<file path="src/rtl/uart_pkg.sv">
// Shared types and constants for the UART transmit scheduler.
package uart_pkg;

  localparam int UART_SCHED_MAX_REQ = 8;

  typedef enum logic [2:0] {
    S_IDLE,
    S_ACCEPT,
    S_LAUNCH,
    S_WAIT_ACK,
    S_WAIT_DONE
  } uart_sched_state_t;

  // Counter must be able to hold ACK_TIMEOUT itself.
  function automatic int ack_cnt_width(input int timeout);
    return (timeout < 1) ? 1 : $clog2(timeout + 1);
  endfunction

endpackage

</file>
<file path="src/rtl/uart_rr_arbiter.sv">
// Combinational round-robin winner select starting at ptr; mask limits the
// eligible requesters (used by the packet lock).
module uart_rr_arbiter
  import uart_pkg::*;
#(
  parameter int N_REQ = 4,
  localparam int IDX_W = $clog2(N_REQ)
) (
  input  logic [N_REQ-1:0] req,
  input  logic [N_REQ-1:0] mask,
  input  logic [IDX_W-1:0] ptr,
  output logic             found,
  output logic [IDX_W-1:0] winner
);

  logic [N_REQ-1:0] eligible;
  int               idx;

  assign eligible = req & mask;

  always_comb begin
    found  = 1'b0;
    winner = '0;
    idx    = 0;
    for (int off = 0; off < UART_SCHED_MAX_REQ; off++) begin
      if (off < N_REQ) begin
        idx = int'(ptr) + off;
        if (idx >= N_REQ) idx = idx - N_REQ;
        if (!found && eligible[idx]) begin
          found  = 1'b1;
          winner = IDX_W'(idx);
        end
      end
    end
  end

endmodule

</file>
<file path="src/rtl/uart_tx_scheduler.sv">
// Round-robin scheduler sharing one UART transmitter between N_REQ producers.
// Optional packet lock enabled by defining UART_TX_SCHED_LOCK_EN.
module uart_tx_scheduler
  import uart_pkg::*;
#(
  parameter int N_REQ        = 4,
  parameter int PAYLOAD_BITS = 8,
  parameter int ACK_TIMEOUT  = 4,
  localparam int IDX_W = $clog2(N_REQ)
) (
  input  logic                          clk,
  input  logic                          rst,
  input  logic [N_REQ-1:0]              req_valid,
  input  logic [N_REQ*PAYLOAD_BITS-1:0] req_data,
  input  logic [N_REQ-1:0]              req_last,
  output logic [N_REQ-1:0]              req_ready,
  output logic                          uart_tx_en,
  output logic [PAYLOAD_BITS-1:0]       uart_tx_data,
  input  logic                          uart_tx_busy,
  output logic [IDX_W-1:0]              grant_id,
  output logic                          sched_busy,
  output logic                          err_no_ack
);

  localparam int                CNT_W    = ack_cnt_width(ACK_TIMEOUT);
  localparam logic [CNT_W-1:0]  ACK_LAST = CNT_W'(ACK_TIMEOUT - 1);

  uart_sched_state_t state, state_nxt;
  logic [IDX_W-1:0]  ptr;
  logic [IDX_W-1:0]  ptr_next;
  logic [CNT_W-1:0]  ack_cnt;
  logic [N_REQ-1:0]  arb_mask;
  logic              arb_found;
  logic [IDX_W-1:0]  arb_winner;
  logic              ptr_adv;
  logic              timeout_hit;

  uart_rr_arbiter #(.N_REQ(N_REQ)) u_arb (
    .req    (req_valid),
    .mask   (arb_mask),
    .ptr    (ptr),
    .found  (arb_found),
    .winner (arb_winner)
  );

  assign timeout_hit = (state == S_WAIT_ACK) && !uart_tx_busy && (ack_cnt == ACK_LAST);
  assign ptr_next    = (grant_id == IDX_W'(N_REQ - 1)) ? '0 : grant_id + IDX_W'(1);

`ifdef UART_TX_SCHED_LOCK_EN
  logic             lock_active;
  logic [IDX_W-1:0] lock_id;

  always_ff @(posedge clk or negedge rst) begin
    if (!rst) begin
      lock_active <= 1'b0;
      lock_id     <= '0;
    end else if (state == S_ACCEPT) begin
      lock_active <= !req_last[grant_id];
      lock_id     <= grant_id;
    end else if (timeout_hit) begin
      lock_active <= 1'b0;
    end
  end

  always_comb begin
    arb_mask = '1;
    if (lock_active) begin
      arb_mask          = '0;
      arb_mask[lock_id] = 1'b1;
    end
  end

  // Only the closing beat of a packet moves the rotation on.
  assign ptr_adv = req_last[grant_id];
`else
  logic unused_last;

  assign unused_last = ^req_last;
  assign arb_mask    = '1;
  assign ptr_adv     = 1'b1;
`endif

  always_ff @(posedge clk or negedge rst) begin
    if (!rst) state <= S_IDLE;
    else      state <= state_nxt;
  end

  always_comb begin
    state_nxt = state;
    case (state)
      S_IDLE:      if (arb_found && !uart_tx_busy) state_nxt = S_ACCEPT;
      S_ACCEPT:    state_nxt = S_LAUNCH;
      S_LAUNCH:    state_nxt = S_WAIT_ACK;
      S_WAIT_ACK: begin
        if (uart_tx_busy)              state_nxt = S_WAIT_DONE;
        else if (ack_cnt == ACK_LAST)  state_nxt = S_IDLE;
      end
      S_WAIT_DONE: if (!uart_tx_busy) state_nxt = S_IDLE;
      default:     state_nxt = S_IDLE;
    endcase
  end

  always_comb begin
    req_ready  = '0;
    if (state == S_ACCEPT) req_ready[grant_id] = 1'b1;
    uart_tx_en = (state == S_LAUNCH);
    sched_busy = (state != S_IDLE);
  end

  always_ff @(posedge clk or negedge rst) begin
    if (!rst) begin
      grant_id     <= '0;
      ptr          <= '0;
      uart_tx_data <= '0;
      ack_cnt      <= '0;
      err_no_ack   <= 1'b0;
    end else begin
      err_no_ack <= timeout_hit;
      if (state == S_IDLE && state_nxt == S_ACCEPT) grant_id <= arb_winner;
      if (state == S_ACCEPT) begin
        uart_tx_data <= req_data[grant_id*PAYLOAD_BITS +: PAYLOAD_BITS];
        if (ptr_adv) ptr <= ptr_next;
      end
      if (state == S_LAUNCH)                         ack_cnt <= '0;
      else if (state == S_WAIT_ACK && !uart_tx_busy) ack_cnt <= ack_cnt + CNT_W'(1);
    end
  end

endmodule

</file>
<file path="config.mk">
export PLATFORM = sky130hd
export DESIGN_NAME = uart_tx_scheduler
export DESIGN_NICKNAME = d
export VERILOG_FILES = /design/src/rtl/uart_pkg.sv /design/src/rtl/uart_rr_arbiter.sv /design/src/rtl/uart_tx_scheduler.sv
export SDC_FILE = /design/constraint.sdc
export NUM_CORES = 1
export LEC_CHECK = 0
export CAP_MARGIN = 20
export CORE_MARGIN = 5
export CORE_UTILIZATION = 35
export CTS_CLUSTER_DIAMETER = 30
export DETAILED_ROUTE_END_ITERATION = 10
export PLACE_DENSITY = 0.76
export SYNTH_ARGS = -nofsm -noshare
export SYNTH_HDL_FRONTEND = slang
export SYNTH_HIERARCHICAL = 1
export SYNTH_SLANG_ARGS = --single-unit
</file>
<file path="constraint.sdc">
create_clock -name clk -period 2 [get_ports clk]
set_input_delay 0.3 -clock clk [delete_from_list [all_inputs] [get_ports clk]]
set_output_delay 0.3 -clock clk [all_outputs]
set_load 0.03 [all_outputs]
</file>
# ---- Word level (Yosys, flattened, before mapping)
# Cells that the tools add are included.
dict set report word_totals {
  wordCells 83
  reg_bits 19
  out_inout_bits 17
  input_bits 43
}
dict set report classes {
  n_shift 1
  n_reduce_logical 15
  n_eq_ne 7
  magnitude_cmp 10
  muxes 35
  add_sub_neg 9
}
# op n
set op_table {}
lappend op_table {{< comparator 32 x 4 -> 1 bit (second input constant)} 4}
lappend op_table {{two-way mux 32 bit} 4}
lappend op_table {{greater-or-equal comparator 32 x 4 -> 1 bit (second input constant)} 3}
lappend op_table {{subtractor 32 x 4 -> 32 bit (second input constant)} 3}
lappend op_table {{variable part select 32 x 6 -> 8 bit} 1}
lappend op_table {{two-way mux 3 bit} 6}
lappend op_table {{one-hot mux 3 bit (5 select lines)} 1}
lappend op_table {{two-way mux 1 bit} 13}
lappend op_table {{two-way mux 2 bit} 5}
lappend op_table {{equality test 3 x 2 -> 1 bit (second input constant)} 3}
lappend op_table {{binary-select mux 1 bit (select 2 bit)} 4}
lappend op_table {{logical AND 1 bit} 8}
lappend op_table {{adder 2 x 2 -> 3 bit (second input constant)} 2}
lappend op_table {{equality test 3 x 1 -> 1 bit (second input constant)} 2}
lappend op_table {{zero test 1 bit} 4}
lappend op_table {{two-way mux 4 bit} 1}
lappend op_table {{subtractor 2 x 3 -> 4 bit (second input constant)} 1}
lappend op_table {{adder 2 x 1 -> 3 bit (second input constant)} 1}
lappend op_table {{adder 3 x 1 -> 3 bit (second input constant)} 1}
lappend op_table {{equality test 3 bit (second input constant)} 1}
lappend op_table {{greater-or-equal comparator 2 x 3 -> 1 bit (second input constant)} 1}
lappend op_table {{zero test 3 bit} 1}
lappend op_table {{< comparator 2 x 3 -> 1 bit (second input constant)} 1}
lappend op_table {{nonzero test 3 bit} 1}
lappend op_table {{other kinds (5)} 5}

# ---- Longest topological paths before layout
dict set report depth {
  depth_word 20
  ltp_mapped 5
  depth_no_buf 5
}

# ---- By module
# The synthesis kept the hierarchy.
# module cells_each seq_area_each_um2 area_per_inst_um2 n_inst
set by_module_without_submodules {}
lappend by_module_without_submodules {uart_tx_scheduler 87 475.5 1172.4 1}
lappend by_module_without_submodules {uart_rr_arbiter 14 0.0 96.3 1}

# ---- Least setup slack after synthesis
# OpenSTA, ideal clock, no wires.
dict set report synth_timing {
  kind {reg-to-reg}
  start {register grant_id[0]}
  end {register uart_tx_data[0]}
  synth_period_minus_slack_ns 1.694
  arrival_time_ns 1.568
  required_ns 1.875
  stages_incl_launch_ff 4
  setup_time_ns 0.125
  setup_slack_ns 0.306
  n_path_buf 1
  path_cell_list {dfrtp_1 buf_6 mux4_1 mux2_4}
}
dict set report synth_via {
  elab_chain_len 1
}
# element line_no
set synth_lines {}
lappend synth_lines {{from (decl)} uart_tx_scheduler.sv:20} ;# output logic [IDX_W-1:0] grant_id,
lappend synth_lines {{from (signal assigned)} uart_tx_scheduler.sv:119} ;# if (state == S_IDLE && state_nxt == S_ACCEPT) grant_id <= arb_winner;
lappend synth_lines {{variable part select 32 x 6 -> 8 bit} uart_tx_scheduler.sv:121} ;# uart_tx_data <= req_data[grant_id*PAYLOAD_BITS +: PAYLOAD_BITS];
lappend synth_lines {{to (signal assigned)} uart_tx_scheduler.sv:121}
lappend synth_lines {{to (decl)} uart_tx_scheduler.sv:18} ;# output logic [PAYLOAD_BITS-1:0] uart_tx_data,
# No other way between the ends.
# A chain may end at the register's enable or synchronous reset.

# ---- Worst setup path after layout
dict set report layout_timing {
  start {register grant_id[0]}
  end {output port grant_id[0]}
}
# No word-level cell between the ends.

==> impl_metrics.json <==
{
  "finClkSkew_ps": 5.441,
  "fin_crit_sh_pct": 94.31,
  "final_hold_viol_count": 0,
  "via_count": 1069,
  "r2r_slack_ps": 440,
  "synth_area_leaders": "dfrtp_1, mux4_1, mux2_4",
  "cts_max_level": 1,
  "root_buffer": "clkbuf_4",
  "setup_tns_ps": 0,
  "switchingPower_mw": 0.9926,
  "hold_path.class": "in2async",
  "cts_sinks": 19,
  "crit_fanout": 13,
  "fillers": 295,
  "crit_chain": "buf_4 -> clkdlybuf4s50_1",
  "synth_top_family_by_area": "multiplexers",
  "ant_nets": 0,
  "nets": 219,
  "multi_input_area_um2": 763.2,
  "overflow": 0,
  "first_pass_iters": 4,
  "seqCellArea_um2": 475.5,
  "critPathCaptureType": "output pin",
  "vdd_drop_max_mv": 0.5064,
  "synth_compound_area_share_pct": 8.087,
  "io_buffer_count": 55,
  "grt_max_degree": 20,
  "power_frac_clock_pct": 7.8,
  "grt_setup_unrepaired": "no",
  "numCtsBuffers": 3,
  "swShare_pct": 40.81,
  "synth_mux_area_share_pct": 28.99,
  "critPathKind": "reg2out",
  "row_count": 21,
  "async_reset_ff_share_pct": 100.0,
  "synth_top_area_share_pct": 37.48,
  "drc": 0,
  "start_util_pct": 37.14,
  "routedWlPerCell_um": 14.07,
  "power.internal_mw": 1.439,
  "postCtsSetupBuffers": 0,
  "die_h_um": 70.21,
  "r2r-end": "uart_tx_data[1]",
  "dieArea_um2": 4929,
  "clock.fmax_mhz": 530.2,
  "synth_area_leader_cell": "dfrtp_1",
  "synth_edf_count": 0,
  "gp_congestion": 0.7646,
  "ys.flop_type": "dfrtp_1",
  "slowest_stage": "clkdlybuf4s50_1",
  "final-setup-viol-count": 0,
  "die_w_um": 70.21,
  "yosysWarnings": 6,
  "clockBufferDepth": 2,
  "synth_area_um2": 1269,
  "finalPower_mw": 2.432,
  "synth_cell_types": 34,
  "ys_seq_area_share_pct": 37.48,
  "power_density_nw_per_um2": 1264,
  "grt_pass1_wl_mm": 5.050,
  "pwr-share-seq_pct": 28.0,
  "final_max_slew_viol_count": 0,
  "fin_crit_ps": 1886,
  "crit_required_ps": 1700,
  "layout-drive-gt1-share_pct": 17.75,
  "status": "complete, no violations",
  "grt_pass1_vias": 1119,
  "cts_tree": "yes",
  "synth-xor-area-share_pct": 0,
  "r2r_cells": 3,
  "io_pins": 60,
  "drt-initial-drc-count": 18,
  "drt_wl_total_mm": 3.025,
  "pwr-share-comb_pct": 64.2,
  "yosysMostFrequentCell": "dfrtp_1",
  "area_delta_synth_final_pct": 51.68,
  "viasPerCell": 4.972,
  "netlist_instances": 101,
  "clock_latency_ps": 300,
  "antenna_found_initial": 0,
  "maxCapViolCount": 0,
  "clkSlewWorstSetupHoldPaths_ps": 110,
  "coreArea_um2": 3416,
  "cp.arrival_ps": 1590,
  "critPathLaunchType": "register",
  "insertedDiodeCount": 0,
  "leakagePower_nw": 0.8899,
  "synth-seq-cells": 19,
  "avgSynthCellArea_um2": 12.56,
  "cp_top_family": "buffers and inverters",
  "worstReg2RegStart": "grant_id[0]",
  "dp_hpwl_mm": 2.593,
  "critPathBufInv": 2,
  "synth-adder-area-share_pct": 5.917,
  "critPathMaxStageDelay_ps": 710,
  "synthSimpleGateAreaFrac_pct": 14.20,
  "synth_top_cells_by_count": "dfrtp_1, mux2_4, nand2_1, ha_1, mux4_1",
  "gr-usage-all-layers_pct": 12.78
}
-- how the worst max path moves through the flow --
| stage | start | end | slack, ps | cells past startpoint |
|---|---|---|---|---|
| 2_1_floorplan | grant_id[0] | uart_tx_data[0] | 310 | 3 |
| 3_3_place_gp | req_valid[1] | grant_id[0] | 120 | 6 |
| 3_5_place_dp | req_valid[2] | grant_id[0] | 30 | 6 |
| 4_1_cts | grant_id[0] | grant_id[0] | 80 | 2 |
| 5_1_grt | grant_id[0] | grant_id[0] | 20 | 2 |
| 6_report | grant_id[0] | grant_id[0] | 110 | 2 |
-- through the flow --
step	hold WS, ps	std cells	util, %	instance area, um^2	setup slack [ps]
finish	324.7	215	56.34	1924	113.8
global route	336.2	215	56.34	1924	22.72
CTS	332.0	215	56.34	1924	84.45
detailed placement	494.3	211	55.68	1902	33.10
global placement	485.2	211	55.68	1902	116.1
floorplan	4.409	110	-	1303	306.4
-- routing by layer --
layer | vias to the layer above | global-route usage, % | part of all wire (%)
met5 | - | 0 | 0
met4 | 0 | 3.617 | 0.89
met3 | 5 | 5.882 | 12
met2 | 56 | 22.98 | 50
met1 | 506 | 13.27 | 37
li1 | 502 | - | -
-- layout make-up --
cell class / count / share of cell area (%)
Tap cell: 46 / 2.991
Inverter: 4 / 0.7802
Clock buffer: 3 / 1.170
Clock inverter: 1 / 0.2601
Multi-Input combinational cell: 81 / 39.66
Sequential cell: 19 / 24.71
Timing Repair Buffer: 61 / 30.43
-- cells by family after synthesis --
family / after synthesis
flip-flops: 19
adder cells (fa/ha/maj): 6
buffers and inverters: 10
AND/OR/NAND/NOR: 32
AO/OA/AOI/OAI: 13
other: 1
multiplexers: 20
-- worst register-to-register path, delay by kind of cell, from the launching register on --
kind                   cells  cell delay [ps]
muxes                      2              870
DFF                        1              360
buffers and inverters      1              220
-- power groups by stage --
| stage | Sequential (mW) | Combinational (mW) | Clock, mW |
|---|---|---|---|
| 2_1_floorplan | 0.865 | 0.894 | 0 |
| 3_3_place_gp | 0.673 | 1.55 | 0 |
| 3_5_place_dp | 0.687 | 1.60 | 0 |
| 4_1_cts | 0.681 | 1.58 | 0.197 |
| 5_1_grt | 0.706 | 1.69 | 0.219 |
| 6_report | 0.681 | 1.56 | 0.190 |
-- layout by cell type (no fill, tap or decap) --
cell / count
clkbuf_4: 3
nor3_1: 2
dlygate4sd2_1: 4
clkinv_2: 1
clkdlybuf4s50_1: 49
mux2_4: 8
dfrtp_1: 19
nor3b_1: 1
nor2b_1: 2
and2_1: 2
o31ai_1: 1
a32o_1: 1
a21o_1: 1
nor2_1: 4
nand2b_1: 3
mux4_1: 6
ha_1: 6
or3_2: 1
a22o_1: 2
nand2_1: 8
a21oi_1: 4
mux4_2: 2
a22oi_2: 1
inv_1: 4
buf_4: 8
o221ai_1: 1
nor4_1: 1
mux2_2: 4
and3_1: 4
o22a_1: 1
and3b_1: 1
or3b_4: 1
a311o_1: 1
and2b_2: 1
conb_1: 10
nand4_1: 1
-- sequential cells by signal, summed over array words and instances (netlist names) --
name          flops
uart_tx_data      8
ack_cnt           3
state             3
grant_id          2
ptr               2
err_no_ack        1
-- repair_timing --
| item | CTS | global route |
|---|---|---|
| gates resized for setup | 4 | 0 |
| setup endpoints to repair | 4 | 0 |
| hold buffers | 0 | 0 |
No activity file was read; power rests on OpenSTA's default activity.
